<file path="src/rtl/fifo_arb_pkg.sv">
// rtl/fifo_arb_pkg.sv - shared state type and helpers for the FIFO write-port arbiter
package fifo_arb_pkg;

  // Index width is sized for the largest supported requester count
  localparam int MAX_REQ = 8;
  localparam int IDX_W   = 3;

  typedef enum logic [1:0] {
    IDLE,
    ISSUE,
    WAIT,
    BACKOFF
  } arb_state_e;

  // Convert a one-hot vector to its bit index; zero when no bit is set
  function automatic logic [IDX_W-1:0] onehot_to_idx(input logic [MAX_REQ-1:0] oh);
    logic [IDX_W-1:0] idx;
    idx = '0;
    for (int i = 0; i < MAX_REQ; i++) begin
      if (oh[i]) idx = i[IDX_W-1:0];
    end
    return idx;
  endfunction

endpackage

</file>
<file path="src/rtl/rr_arbiter.sv">
// rtl/rr_arbiter.sv - combinational round-robin pick starting at a priority pointer
module rr_arbiter import fifo_arb_pkg::*; #(
  parameter int NUM_REQ = 4
) (
  input  logic [NUM_REQ-1:0] req_i,
  input  logic [IDX_W-1:0]   ptr_i,
  output logic [NUM_REQ-1:0] winner_o,
  output logic               valid_o
);

  logic found;

  // Scan ptr, ptr+1, ... modulo NUM_REQ and take the first active request
  always_comb begin
    winner_o = '0;
    found    = 1'b0;
    for (int k = 0; k < NUM_REQ; k++) begin
      for (int j = 0; j < NUM_REQ; j++) begin
        if (!found && req_i[j] && (((int'(ptr_i) + k) % NUM_REQ) == j)) begin
          winner_o[j] = 1'b1;
          found       = 1'b1;
        end
      end
    end
  end

  assign valid_o = found;

endmodule

</file>
<file path="src/rtl/fifo_wr_arbiter.sv">
// rtl/fifo_wr_arbiter.sv - round-robin arbiter sharing one FIFO write port with retry on overflow
module fifo_wr_arbiter import fifo_arb_pkg::*; #(
  parameter int NUM_REQ    = 4,
  parameter int DATA_WIDTH = 16,
  parameter int MAX_RETRY  = 3
) (
  input  logic                          clk,
  input  logic                          rst,
  input  logic [NUM_REQ-1:0]            req,
  input  logic [NUM_REQ*DATA_WIDTH-1:0] req_data,
  output logic [NUM_REQ-1:0]            gnt,
  output logic [NUM_REQ-1:0]            done,
  output logic [NUM_REQ-1:0]            drop,
  output logic                          fifo_wr_en,
  output logic [DATA_WIDTH-1:0]         fifo_data_in,
  input  logic                          fifo_full,
  input  logic                          fifo_wr_ack,
  input  logic                          fifo_overflow,
  output logic                          busy,
  output logic                          err
);

  arb_state_e            state_q;
  logic [IDX_W-1:0]      ptr_q;
  logic [IDX_W-1:0]      ptr_d;
  logic [IDX_W-1:0]      idx_q;
  logic [IDX_W-1:0]      win_idx;
  logic [NUM_REQ-1:0]    gnt_q;
  logic [NUM_REQ-1:0]    win;
  logic                  win_valid;
  logic [DATA_WIDTH-1:0] data_q;
  logic [DATA_WIDTH-1:0] win_data;
  logic [2:0]            retry_q;
  logic                  wr_en_q;
  logic                  err_q;
  logic                  resp_ok;
  logic                  resp_bad;
  logic                  retry_left;

  rr_arbiter #(.NUM_REQ(NUM_REQ)) u_rr (
    .req_i    (req),
    .ptr_i    (ptr_q),
    .winner_o (win),
    .valid_o  (win_valid)
  );

  assign win_idx = onehot_to_idx(MAX_REQ'(win));

  // Pick the winning requester's word out of the packed data bus
  always_comb begin
    win_data = '0;
    for (int j = 0; j < NUM_REQ; j++) begin
      if (win[j]) win_data = req_data[j*DATA_WIDTH +: DATA_WIDTH];
    end
  end

  // Only a lone ack is a clean success; ack+overflow or silence is a protocol error
  assign resp_ok    = fifo_wr_ack & ~fifo_overflow;
  assign resp_bad   = (fifo_wr_ack == fifo_overflow);
  assign retry_left = (retry_q < 3'(MAX_RETRY));
  assign ptr_d      = (idx_q == IDX_W'(NUM_REQ - 1)) ? '0 : idx_q + IDX_W'(1);

  // Arbitration FSM: grant, issue one write, check response, retry or finish
  always_ff @(posedge clk or posedge rst) begin
    if (rst) begin
      state_q <= IDLE;
      ptr_q   <= '0;
      idx_q   <= '0;
      gnt_q   <= '0;
      data_q  <= '0;
      retry_q <= '0;
      wr_en_q <= 1'b0;
      err_q   <= 1'b0;
    end else begin
      case (state_q)
        IDLE: begin
          if (win_valid && !fifo_full) begin
            idx_q   <= win_idx;
            data_q  <= win_data;
            gnt_q   <= win;
            retry_q <= '0;
            wr_en_q <= 1'b1;
            state_q <= ISSUE;
          end
        end
        ISSUE: begin
          wr_en_q <= 1'b0;
          state_q <= WAIT;
        end
        WAIT: begin
          if (resp_bad) err_q <= 1'b1;
          if (resp_ok) begin
            ptr_q   <= ptr_d;
            gnt_q   <= '0;
            state_q <= IDLE;
          end else if (retry_left) begin
            retry_q <= retry_q + 3'd1;
            state_q <= BACKOFF;
          end else begin
            ptr_q   <= ptr_d;
            gnt_q   <= '0;
            state_q <= IDLE;
          end
        end
        BACKOFF: begin
          if (!fifo_full) begin
            wr_en_q <= 1'b1;
            state_q <= ISSUE;
          end
        end
        default: state_q <= IDLE;
      endcase
    end
  end

  // Completion pulses are decided in the response cycle itself
  always_comb begin
    done = '0;
    drop = '0;
    if (state_q == WAIT) begin
      if (resp_ok) done = gnt_q;
      else if (!retry_left) drop = gnt_q;
    end
  end

  assign gnt          = gnt_q;
  assign fifo_wr_en   = wr_en_q;
  assign fifo_data_in = data_q;
  assign busy         = (state_q != IDLE);
  assign err          = err_q;

endmodule
</file>
<file path="config.mk">
export PLATFORM = sky130hd
export DESIGN_NAME = fifo_wr_arbiter
export DESIGN_NICKNAME = d
export VERILOG_FILES = /design/src/rtl/fifo_arb_pkg.sv /design/src/rtl/rr_arbiter.sv /design/src/rtl/fifo_wr_arbiter.sv
export SDC_FILE = /design/constraint.sdc
export NUM_CORES = 1
export LEC_CHECK = 0
export ABC_AREA = 1
export ABC_CLOCK_PERIOD_IN_PS = 1800
export BUFFER_PORTS_ARGS = -buffer_cell sky130_fd_sc_hd__clkbuf_2
export CORE_ASPECT_RATIO = 2
export CORE_MARGIN = 10
export CORE_UTILIZATION = 43
export DETAILED_ROUTE_END_ITERATION = 8
export PLACE_DENSITY = 0.73
export SYNTH_ARGS = -nofsm -noshare
export SYNTH_HDL_FRONTEND = slang
export SYNTH_SLANG_ARGS = --single-unit
</file>
<file path="constraint.sdc">
create_clock -name clk -period 1.8 [get_ports clk]
set_input_delay 0.36 -clock clk [delete_from_list [all_inputs] [get_ports clk]]
set_output_delay 0.36 -clock clk [all_outputs]
set_load 0.02 [all_outputs]
</file>
==> results of run 1 <==
==> layout by cell type, fill, tap and decap left out, types with 5 or more instances in the layout <==
| master | synthesis | final |
|---|---|---|
| clkbuf_8 | 0 | 6 |
| nand2_1 | 158 | 150 |
| a21boi_0 | 15 | 14 |
| clkbuf_2 | 0 | 95 |
| inv_2 | 3 | 6 |
| nor2_4 | 1 | 9 |
| ha_1 | 7 | 6 |
| dfrtp_1 | 31 | 28 |
| nand3_1 | 12 | 9 |
| buf_4 | 1 | 33 |
| nand4_1 | 7 | 7 |
| a21oi_1 | 5 | 5 |
| nor2_1 | 37 | 32 |
| nand3_2 | 2 | 5 |
| inv_1 | 26 | 21 |
| o21ai_1 | 8 | 8 |
| nand2_2 | 11 | 16 |
==> metrics by stage <==
step	setup TNS, ps	cells	hold WS, ps	instance area, um2	setup slack, ps
2_1_floorplan	-1010	353	458	2390	-64.8
3_3_place_gp	-6860	535	398	3150	-302
3_5_place_dp	-8140	535	391	3150	-367
4_1_cts	-7960	548	85.1	3380	-334
5_1_grt	-13600	549	105	3450	-502
6_report	-7930	549	87.8	3450	-337
==> routing by layer <==
metal | share of wire, % | vias to the layer above | GRT usage, % | wire (um)
met5 | 0 | - | 0 | 0
met4 | 3.1 | 0 | 8.03 | 260
met3 | 6.1 | 19 | 4.62 | 501
met2 | 56 | 88 | 36.0 | 4650
met1 | 35 | 1239 | 16.3 | 2860
li1 | - | 1388 | - | -
==> state kept, by name, summed over array words and instances, names as in the netlist <==
register / flops
retry_q: 3
state_q: 2
err: 1
idx_q: 2
ptr_q: 2
fifo_wr_en: 1
gnt: 4
fifo_data_in: 16
==> logic make-up after synthesis <==
family | synth area share, %
buffers and inverters | 7.86
adder cells (fa/ha/maj) | 3.77
AND/OR/NAND/NOR | 44.0
AO/OA/AOI/OAI | 10.6
XOR/XNOR | 0.377
flip-flops | 33.4
==> worst min path at each step <==
| stage | slack (ps) | endpoint | start | cells past startpoint |
|---|---|---|---|---|
| 2_1_floorplan | 460 | err$_DFFE_PP0P_ | rst | 1 |
| 3_3_place_gp | 400 | fifo_wr_en$_DFFE_PP0P_ | rst | 3 |
| 3_5_place_dp | 390 | fifo_wr_en$_DFFE_PP0P_ | rst | 3 |
| 4_1_cts | 90 | retry_q[2]$_DFFE_PP0P_ | rst | 3 |
| 5_1_grt | 110 | retry_q[2]$_DFFE_PP0P_ | rst | 3 |
| 6_report | 90 | fifo_data_in[12]$_DFFE_PP0P_ | rst | 3 |
==> synthesized netlist by cell type <==
cell / count / area, um2
nand2_1: 158 / 593
nand4_2: 2 / 25.0
o21ai_1: 8 / 40.0
a21boi_0: 15 / 113
clkbuf_1: 2 / 7.51
o211ai_1: 1 / 7.51
buf_2: 2 / 10.0
a21o_1: 1 / 7.51
nor3_1: 1 / 5.00
o21ai_0: 3 / 15.0
xnor2_1: 1 / 8.76
a21oi_1: 5 / 25.0
buf_6: 4 / 45.0
nor2_4: 1 / 11.3
o31ai_1: 1 / 7.51
clkinv_1: 1 / 3.75
inv_1: 26 / 97.6
ha_1: 7 / 87.6
nand2_2: 11 / 68.8
buf_4: 1 / 7.51
a21boi_1: 2 / 15.0
o21ai_2: 1 / 8.76
o22ai_1: 1 / 6.26
dfrtp_1: 31 / 776
nor2_1: 37 / 139
nand3_1: 12 / 60.1
nand4_4: 1 / 21.3
nand2_4: 1 / 11.3
nand4_1: 7 / 43.8
inv_2: 3 / 11.3
nor2_2: 4 / 25.0
nand3_2: 2 / 20.0
==> timing repair <==
action	in CTS	in global routing
cloned	1	0
setup buffers	4	1
pin swaps	3	7
resized for setup	20	30
setup endpoints to repair	36	37
==> tightest hold or removal path: cells and delay by family <==
kind | cells | cell delay (ps)
buffers and inverters | 3 | 380
==> power by group through the flow <==
stage / Clock [uW] / Combinational [uW] / Sequential, uW
detailed placement: 0 / 3440 / 1230
global route: 759 / 4100 / 1260
finish: 711 / 3670 / 1230
CTS: 727 / 3600 / 1220
global placement: 0 / 3390 / 1240
floorplan: 0 / 2090 / 1460
==> layout make-up <==
cell class              count  share of cell area, %
multi-input cells         284                   44.0
repair buffers            138                   24.4
flip-flops and latches     31                   22.6
inverters                  30                   3.51
clock buffers               6                   2.39
well taps                  58                   2.10
clock inverters             2                   1.01
==> flow_metrics.tcl, run 1 <==
set metrics [dict create \
    diodes 0 \
    r2r_cells 14 \
    cts_buffers 5 \
    crit_start "ptr_q[0]$_DFFE_PP0P_" \
    clk_pin_slew_worst_paths_ps 70 \
    end_kind "register" \
    core_mm2 0.00518 \
    multi_input_area_mm2 0.00152 \
    hpwlAfterDp_mm 6.48 \
    critical_path_class "reg2reg" \
    power.share.switching_pct 48.9 \
    clock_latency_ps 280 \
    fin_ws_ps -337 \
    hold_viol_final 0 \
    critPathRequiredTime_ps 2020 \
    start_util_pct 44.8 \
    grt_pass1_vias 2847 \
    power_frac_clock_pct 12.7 \
    skew_ps 4.59 \
    antenna_found_initial 0 \
    dieWidth_um 72.0 \
    path_cells "inv_2 -> nand3_2 -> nand3_1 -> nor2_1 -> nand4_1 -> nor2_1 -> nand4_1 -> nor2_4 -> nand4_2 -> a21boi_0 -> nor2_1 -> nand2_1 -> nand2_1 -> nand2_1" \
    routedWlPerCell_um 15.1 \
    synth.cell_area_mm2 0.00232 \
    grt_pass1_wl_mm 12.9 \
    post-route-period-util_pct 119 \
    r2r-end "fifo_data_in[10]$_DFFE_PP0P_" \
    p_int_uw 2870 \
    vias 2734 \
    die-area_mm2 0.00892 \
    grt_overflow 0 \
    seq_area_um2 779 \
    cp_num_cells 14 \
    track_usage_pct 18.2 \
    ys_ff_latch 31 \
    drive_gt1_share_pct 40.7 \
    timing.final.max_slew_violations 0 \
    viasPerCell 4.98 \
    regToRegStartpoint "ptr_q[0]$_DFFE_PP0P_" \
    tightest_slew_ps 597 \
    die_h_um 124 \
    drtIter0Drc 163 \
    cp_max_fo 8 \
    synthCells 353 \
    syn2layout_area_growth_pct 48.7 \
    cts_hold_buf 0 \
    cpMaxStageDelayCell "dfrtp_2" \
    post-route-min-period_ps 2140 \
    clock-sinks 31 \
    fill_cells 477 \
    ir_drop_uv 1360 \
    p_per_area_mw_per_mm2 1630 \
    cts.path.max_buffers 2 \
    p_seq_share_pct 21.9 \
    synth_cell_types 32 \
    crit_end "fifo_data_in[10]$_DFFE_PP0P_" \
    wl_mm 8.28 \
    syn_nets 433 \
    num_rows 37 \
    cp_slowest_stage_delay_ps 450 \
    worst-path-buf-inv 1 \
    drc 0 \
    antenna_left 0 \
    io_pins 104 \
    crit_path_start_kind "register" \
    violations "setup timing" \
    timing.fmax_mhz 468 \
    power_frac_comb_pct 65.4 \
    yosys_warnings 0 \
    cts_tree "built" \
    relSlewSlack_pct 59.9 \
    ctsRootBufferMaster "clkbuf_8" \
    p_leak_uw 0.00198 \
    r2r_slack_ps -340 \
    syn_area_per_cell_um2 6.58 \
    switchingPower_uw 2740 \
    cp_top_family "simple AND/OR/NAND/NOR gates" \
    finalPower_uw 5620 \
    io_buffers 103 \
    cp.arrival_ps 2360 \
    setup_viol 29 \
    h-tree-depth 2 \
    dr.pass1.iters 4 \
    grt_max_degree 20 \
    hp-class "in2async" \
    status "finished, violations left" \
    cap_violations 0 \
    layout.nets 570 \
    fin_util_pct 66.6 \
    yosysSeqAreaShare_pct 33.4 \
    gp_congestion 0.877 \
    rsz0062_at_grt "true" \
]
Power figures use the tool's default switching activity.
==> inputs of run 2 (changes only) <==
Settings changed: CORE_ASPECT_RATIO 2 to not set.
==> flow_metrics.tcl, run 2 (same netlist as run 1, synthesis figures left out) <==
set metrics [dict create \
    clock-sinks 31 \
    skew_ps 6.21 \
    hpwlAfterDp_mm 5.76 \
    drc 0 \
    rsz0062_at_grt "true" \
    violations "setup timing" \
    grt_overflow 0 \
    multi_input_area_mm2 0.00157 \
    relSlewSlack_pct 63.6 \
    io_pins 104 \
    critPathRequiredTime_ps 2030 \
    grt_max_degree 32 \
    cp_slowest_stage_delay_ps 480 \
    status "finished, violations left" \
    cp_top_family "simple AND/OR/NAND/NOR gates" \
    cp_num_cells 15 \
    r2r_cells 15 \
    layout_common_cells "nand2_1, clkbuf_2, buf_4, nor2_1, dfrtp_1" \
    cts_buffers 5 \
    grt_pass1_wl_mm 12.9 \
    drtIter0Drc 104 \
    cpMaxStageDelayCell "dfrtp_2" \
    drive_gt1_share_pct 42.4 \
    dr.pass1.iters 4 \
    vias 2787 \
    wl_mm 8.15 \
    timing.final.max_slew_violations 0 \
    p_leak_uw 0.00198 \
    routedWlPerCell_um 14.4 \
    p_per_area_mw_per_mm2 1660 \
    fin_ws_ps -465 \
    cts.path.max_buffers 2 \
    end_kind "register" \
    antenna_found_initial 0 \
    hold_viol_final 0 \
    h-tree-depth 2 \
    hp-class "in2async" \
    setup_viol 28 \
    io_buffers 103 \
    worst-path-buf-inv 1 \
    num_rows 26 \
    tightest_slew_ps 542 \
    r2r_slack_ps -460 \
    seq_area_um2 779 \
    post-route-period-util_pct 126 \
    cp_max_fo 8 \
    diodes 0 \
    largest_reg_flops 16 \
    crit_path_start_kind "register" \
    layout.nets 574 \
    cpMostUsedCell "nand2_1" \
    hold_slack_ps 127 \
    gp_congestion 0.939 \
    clk_pin_slew_worst_paths_ps 70 \
    ctsRootBufferMaster "clkbuf_8" \
    die_h_um 93.5 \
    die-area_mm2 0.00874 \
    cap_violations 0 \
    cp.arrival_ps 2490 \
    critical_path_class "reg2reg" \
    cts_hold_buf 0 \
    timing.fmax_mhz 442 \
    pre_cts_slack_ps -356 \
    track_usage_pct 17.7 \
    final_common_cell "nand2_1" \
    syn2layout_area_growth_pct 50.8 \
    start_util_pct 44.9 \
    fill_cells 445 \
    cts_tree "built" \
    antenna_left 0 \
    path_cells "nand2_1 -> nor2_1 -> inv_1 -> nand4_1 -> nor2_2 -> nand4_1 -> nor2_4 -> nand3_4 -> nand2_8 -> nand2_2 -> nand2_1 -> nor2_1 -> nand2_1 -> nand2_1 -> nand2_1" \
    core_mm2 0.00517 \
    post-route-min-period_ps 2260 \
    dieWidth_um 93.5 \
    clock_latency_ps 280 \
    grt_pass1_vias 2883 \
    viasPerCell 4.93 \
    ir_drop_uv 750 \
]
## run 2: changes by cell type in the layout (fill, tap and decap cells not counted), sizes merged
cell      before  now
bufinv         1    0
inv           29   28
nand2        170  172
clkinv         1    2
clkinvlp       1    2
buf           43   45
## run 2: worst register-to-register path, cell delays in order, from the launching register on
cell	delay [ps]
dfrtp_2	480
nand2_1	150
nor2_1	80
inv_1	70
nand4_1	150
nor2_2	150
nand4_1	180
nor2_4	260
nand3_4	210
nand2_8	180
nand2_2	50
nand2_1	50
nor2_1	40
nand2_1	50
nand2_1	50
nand2_1	70
## run 2: path summary, 6_finish.rpt
path                                      start                            to
setup / recovery           ptr_q[0]$_DFFE_PP0P_   fifo_data_in[7]$_DFFE_PP0P_
hold / removal                              rst  fifo_data_in[12]$_DFFE_PP0P_
setup reg to reg           ptr_q[0]$_DFFE_PP0P_   fifo_data_in[7]$_DFFE_PP0P_
hold reg to reg                 err$_DFFE_PP0P_               err$_DFFE_PP0P_
max in group asynchronous                   rst        state_q[1]$_DFFE_PP0P_
min in group clk                   req_data[58]  fifo_data_in[10]$_DFFE_PP0P_
## run 2: cell type report
class                   count  area share, %
multi-input cells         286           44.8
repair buffers            140           24.5
flip-flops and latches     31           22.2
inverters                  30           3.53
well taps                  70           2.50
clock buffers               6           2.07
clock inverters             2          0.357
## run 2: report_power, final
part	internal, uW	total, uW	switching (uW)
combinational	1660	4040	2380
sequential	997	1240	247
clock	270	533	263
## run 2: layer usage
metal	part of all wire [%]	routed length [um]	global-route usage, %
met5	0	0	0
met4	1.3	102	5.01
met3	6.1	498	4.24
met2	51	4150	31.8
met1	42	3390	20.2
## run 2: through the flow
step | cell area, um2 | instances | setup TNS (ps) | power, uW | util, %
after floorplan | 2390 | 353 | -1010 | 3540 | -
after global placement | 3110 | 540 | -5460 | 4510 | 60.1
after detailed placement | 3110 | 540 | -8530 | 4570 | 60.1
after CTS | 3340 | 558 | -7960 | 5450 | 64.5
after global routing | 3500 | 565 | -14880 | 6340 | 67.8
final | 3500 | 565 | -11310 | 5820 | 67.8
## run 2: repair_timing
item,4_1_cts,5_1_grt
setup endpoints to repair,36,37
resized for setup,12,50
pin swaps,2,10
setup buffers,9,5
cloned,1,2
==> inputs of run 3 (changes only) <==
Settings changed: SETUP_SLACK_MARGIN set to 0.5.
==> flow_metrics.tcl, run 3 (same netlist as run 1, synthesis figures left out) <==
set metrics [dict create \
    core_mm2 0.00517 \
    path_cells "inv_2 -> nand3_4 -> nand3_2 -> nor2_2 -> nand4_1 -> nor2_2 -> nand4_1 -> nor2_4 -> nand4_4 -> buf_6 -> a21boi_0 -> nor2_1 -> nand2_1 -> nand2_1 -> nand2_1" \
    h-tree-depth 2 \
    syn2layout_area_growth_pct 64.2 \
    io_buffers 103 \
    clock_latency_ps 290 \
    critPathRequiredTime_ps 2030 \
    drtIter0Drc 76 \
    drive_gt1_share_pct 46.7 \
    grt_max_degree 32 \
    antenna_found_initial 0 \
    timing.final.max_slew_violations 0 \
    cap_violations 0 \
    layout.nets 578 \
    relSlewSlack_pct 66.6 \
    post-route-period-util_pct 124 \
    p_per_area_mw_per_mm2 1600 \
    p_leak_uw 0.00208 \
    hp-class "in2async" \
    io_pins 104 \
    cp_slowest_stage_delay_ps 480 \
    num_rows 26 \
    regToRegStartpoint "ptr_q[1]$_DFFE_PP0P_" \
    layout_common_cells "nand2_1, clkbuf_2, dfrtp_1, buf_4, nor2_1" \
    rsz0062_at_grt "true" \
    fin_ws_ps -427 \
    clk_pin_slew_worst_paths_ps 70 \
    grt_overflow 0 \
    instances_no_fill 569 \
    routedWlPerCell_um 14.8 \
    fill_cells 397 \
    crit_start "ptr_q[1]$_DFFE_PP0P_" \
    met1_usage_pct 19.9 \
    clock-sinks 31 \
    cpMostUsedCell "nand2_1" \
    final_common_cell "nand2_1" \
    antenna_left 0 \
    grtUsageMet2_pct 33.2 \
    grt_pass1_vias 2932 \
    hpwlAfterDp_mm 5.82 \
    status "finished, violations left" \
    viasPerCell 4.88 \
    drc 0 \
    diodes 0 \
    timing.fmax_mhz 449 \
    cp_max_fo 6 \
    crit_path_start_kind "register" \
    die-area_mm2 0.00874 \
    fin_tns_setup_ps -10510 \
    ctsRootBufferMaster "clkbuf_8" \
    cts_buffers 5 \
    use_met3_pct 5.92 \
    end_kind "register" \
    wl_mm 8.44 \
    hold_viol_final 0 \
    grt_pass1_wl_mm 13.3 \
    start_util_pct 44.9 \
    gp_congestion 0.911 \
    cts.path.max_buffers 2 \
    finalPower_uw 6100 \
    dp_cells 543 \
    cts_tree "built" \
    pre_cts_slack_ps -374 \
    dieWidth_um 93.5 \
    post-route-min-period_ps 2230 \
    track_usage_pct 18.6 \
    violations "setup timing" \
    ir_drop_uv 909 \
    cpMaxStageDelayCell "dfrtp_2" \
    critical_path_class "reg2reg" \
    largest_reg_flops 16 \
    vias 2774 \
    setup_viol 31 \
    cp.arrival_ps 2460 \
    skew_ps 5.32 \
    die_h_um 93.5 \
    busiest_layer "met2" \
    tightest_slew_ps 496 \
    dr.pass1.iters 4 \
]
[run 3: cell count changes in the layout (fill, tap and decap cells not counted), moves of 3 or more]
cell | previous run | this run
o21ai_1 | 9 | 4
buf_8 | 0 | 10
nor2_1 | 29 | 24
nand2_1 | 147 | 140
buf_6 | 3 | 9
buf_4 | 34 | 29
nand2_2 | 20 | 23
nor2_2 | 7 | 4
o21ai_2 | 0 | 4
buf_2 | 5 | 0
nor2_4 | 6 | 14
[run 3: final cells by class]
cell class	count	area, um2	share of cell area [%]
Multi-Input combinational cell	284	1700	44.5
Timing Repair Buffer	146	1020	26.9
Clock buffer	6	72.6	1.90
Sequential cell	31	778	20.4
Inverter	30	141	3.71
Tap cell	70	87.6	2.30
Clock inverter	2	12.5	0.328
[run 3: what timing repair did]
| action | CTS | global route |
|---|---|---|
| setup buffers | 12 | 4 |
| resized for setup | 38 | 65 |
| hold buffers | 0 | 0 |
| pin swaps | 11 | 14 |
| endpoints found under the setup margin | 39 | 39 |
| gates cloned | 0 | 2 |
[run 3: worst paths after layout]
check	end	slack [ps]	cells after the start
hold reg to reg	err$_DFFE_PP0P_	460	1
min in group clk	fifo_data_in[4]$_DFFE_PP0P_	360	5
max in group asynchronous	ptr_q[0]$_DFFE_PP0P_	1380	3
setup reg to reg	fifo_data_in[6]$_DFFE_PP0P_	-430	15
hold / removal	fifo_data_in[8]$_DFFE_PP0P_	120	3
setup / recovery	fifo_data_in[6]$_DFFE_PP0P_	-430	15
[run 3: routing by layer]
layer / part of all wire [%] / routed length [um]
met2: 53 / 4440
met1: 40 / 3390
met4: 1.8 / 154
met3: 5.5 / 461
met5: 0 / 0
[run 3: metrics by stage]
stage / utilization (%) / hold slack [ps] / instance area (um2)
CTS: 68.7 / 131 / 3550
finish: 73.8 / 120 / 3810
detailed placement: 62.2 / 448 / 3220
global route: 73.8 / 150 / 3810
floorplan: - / 458 / 2480
global placement: 62.2 / 443 / 3220
[run 3: where the power goes]
| group | switching [uW] | total, uW | internal, uW |
|---|---|---|---|
| logic | 2540 | 4300 | 1770 |
| registers | 253 | 1250 | 995 |
| clock network | 279 | 548 | 270 |
[run 3: worst max-delay path, delay by kind of cell, from the launching register on]
family	cells	cell delay (ps)
DFF	1	480
and+or+nand+nor	12	1270
buffers and inverters	2	250
AOI/OAI and AO/OA	1	180
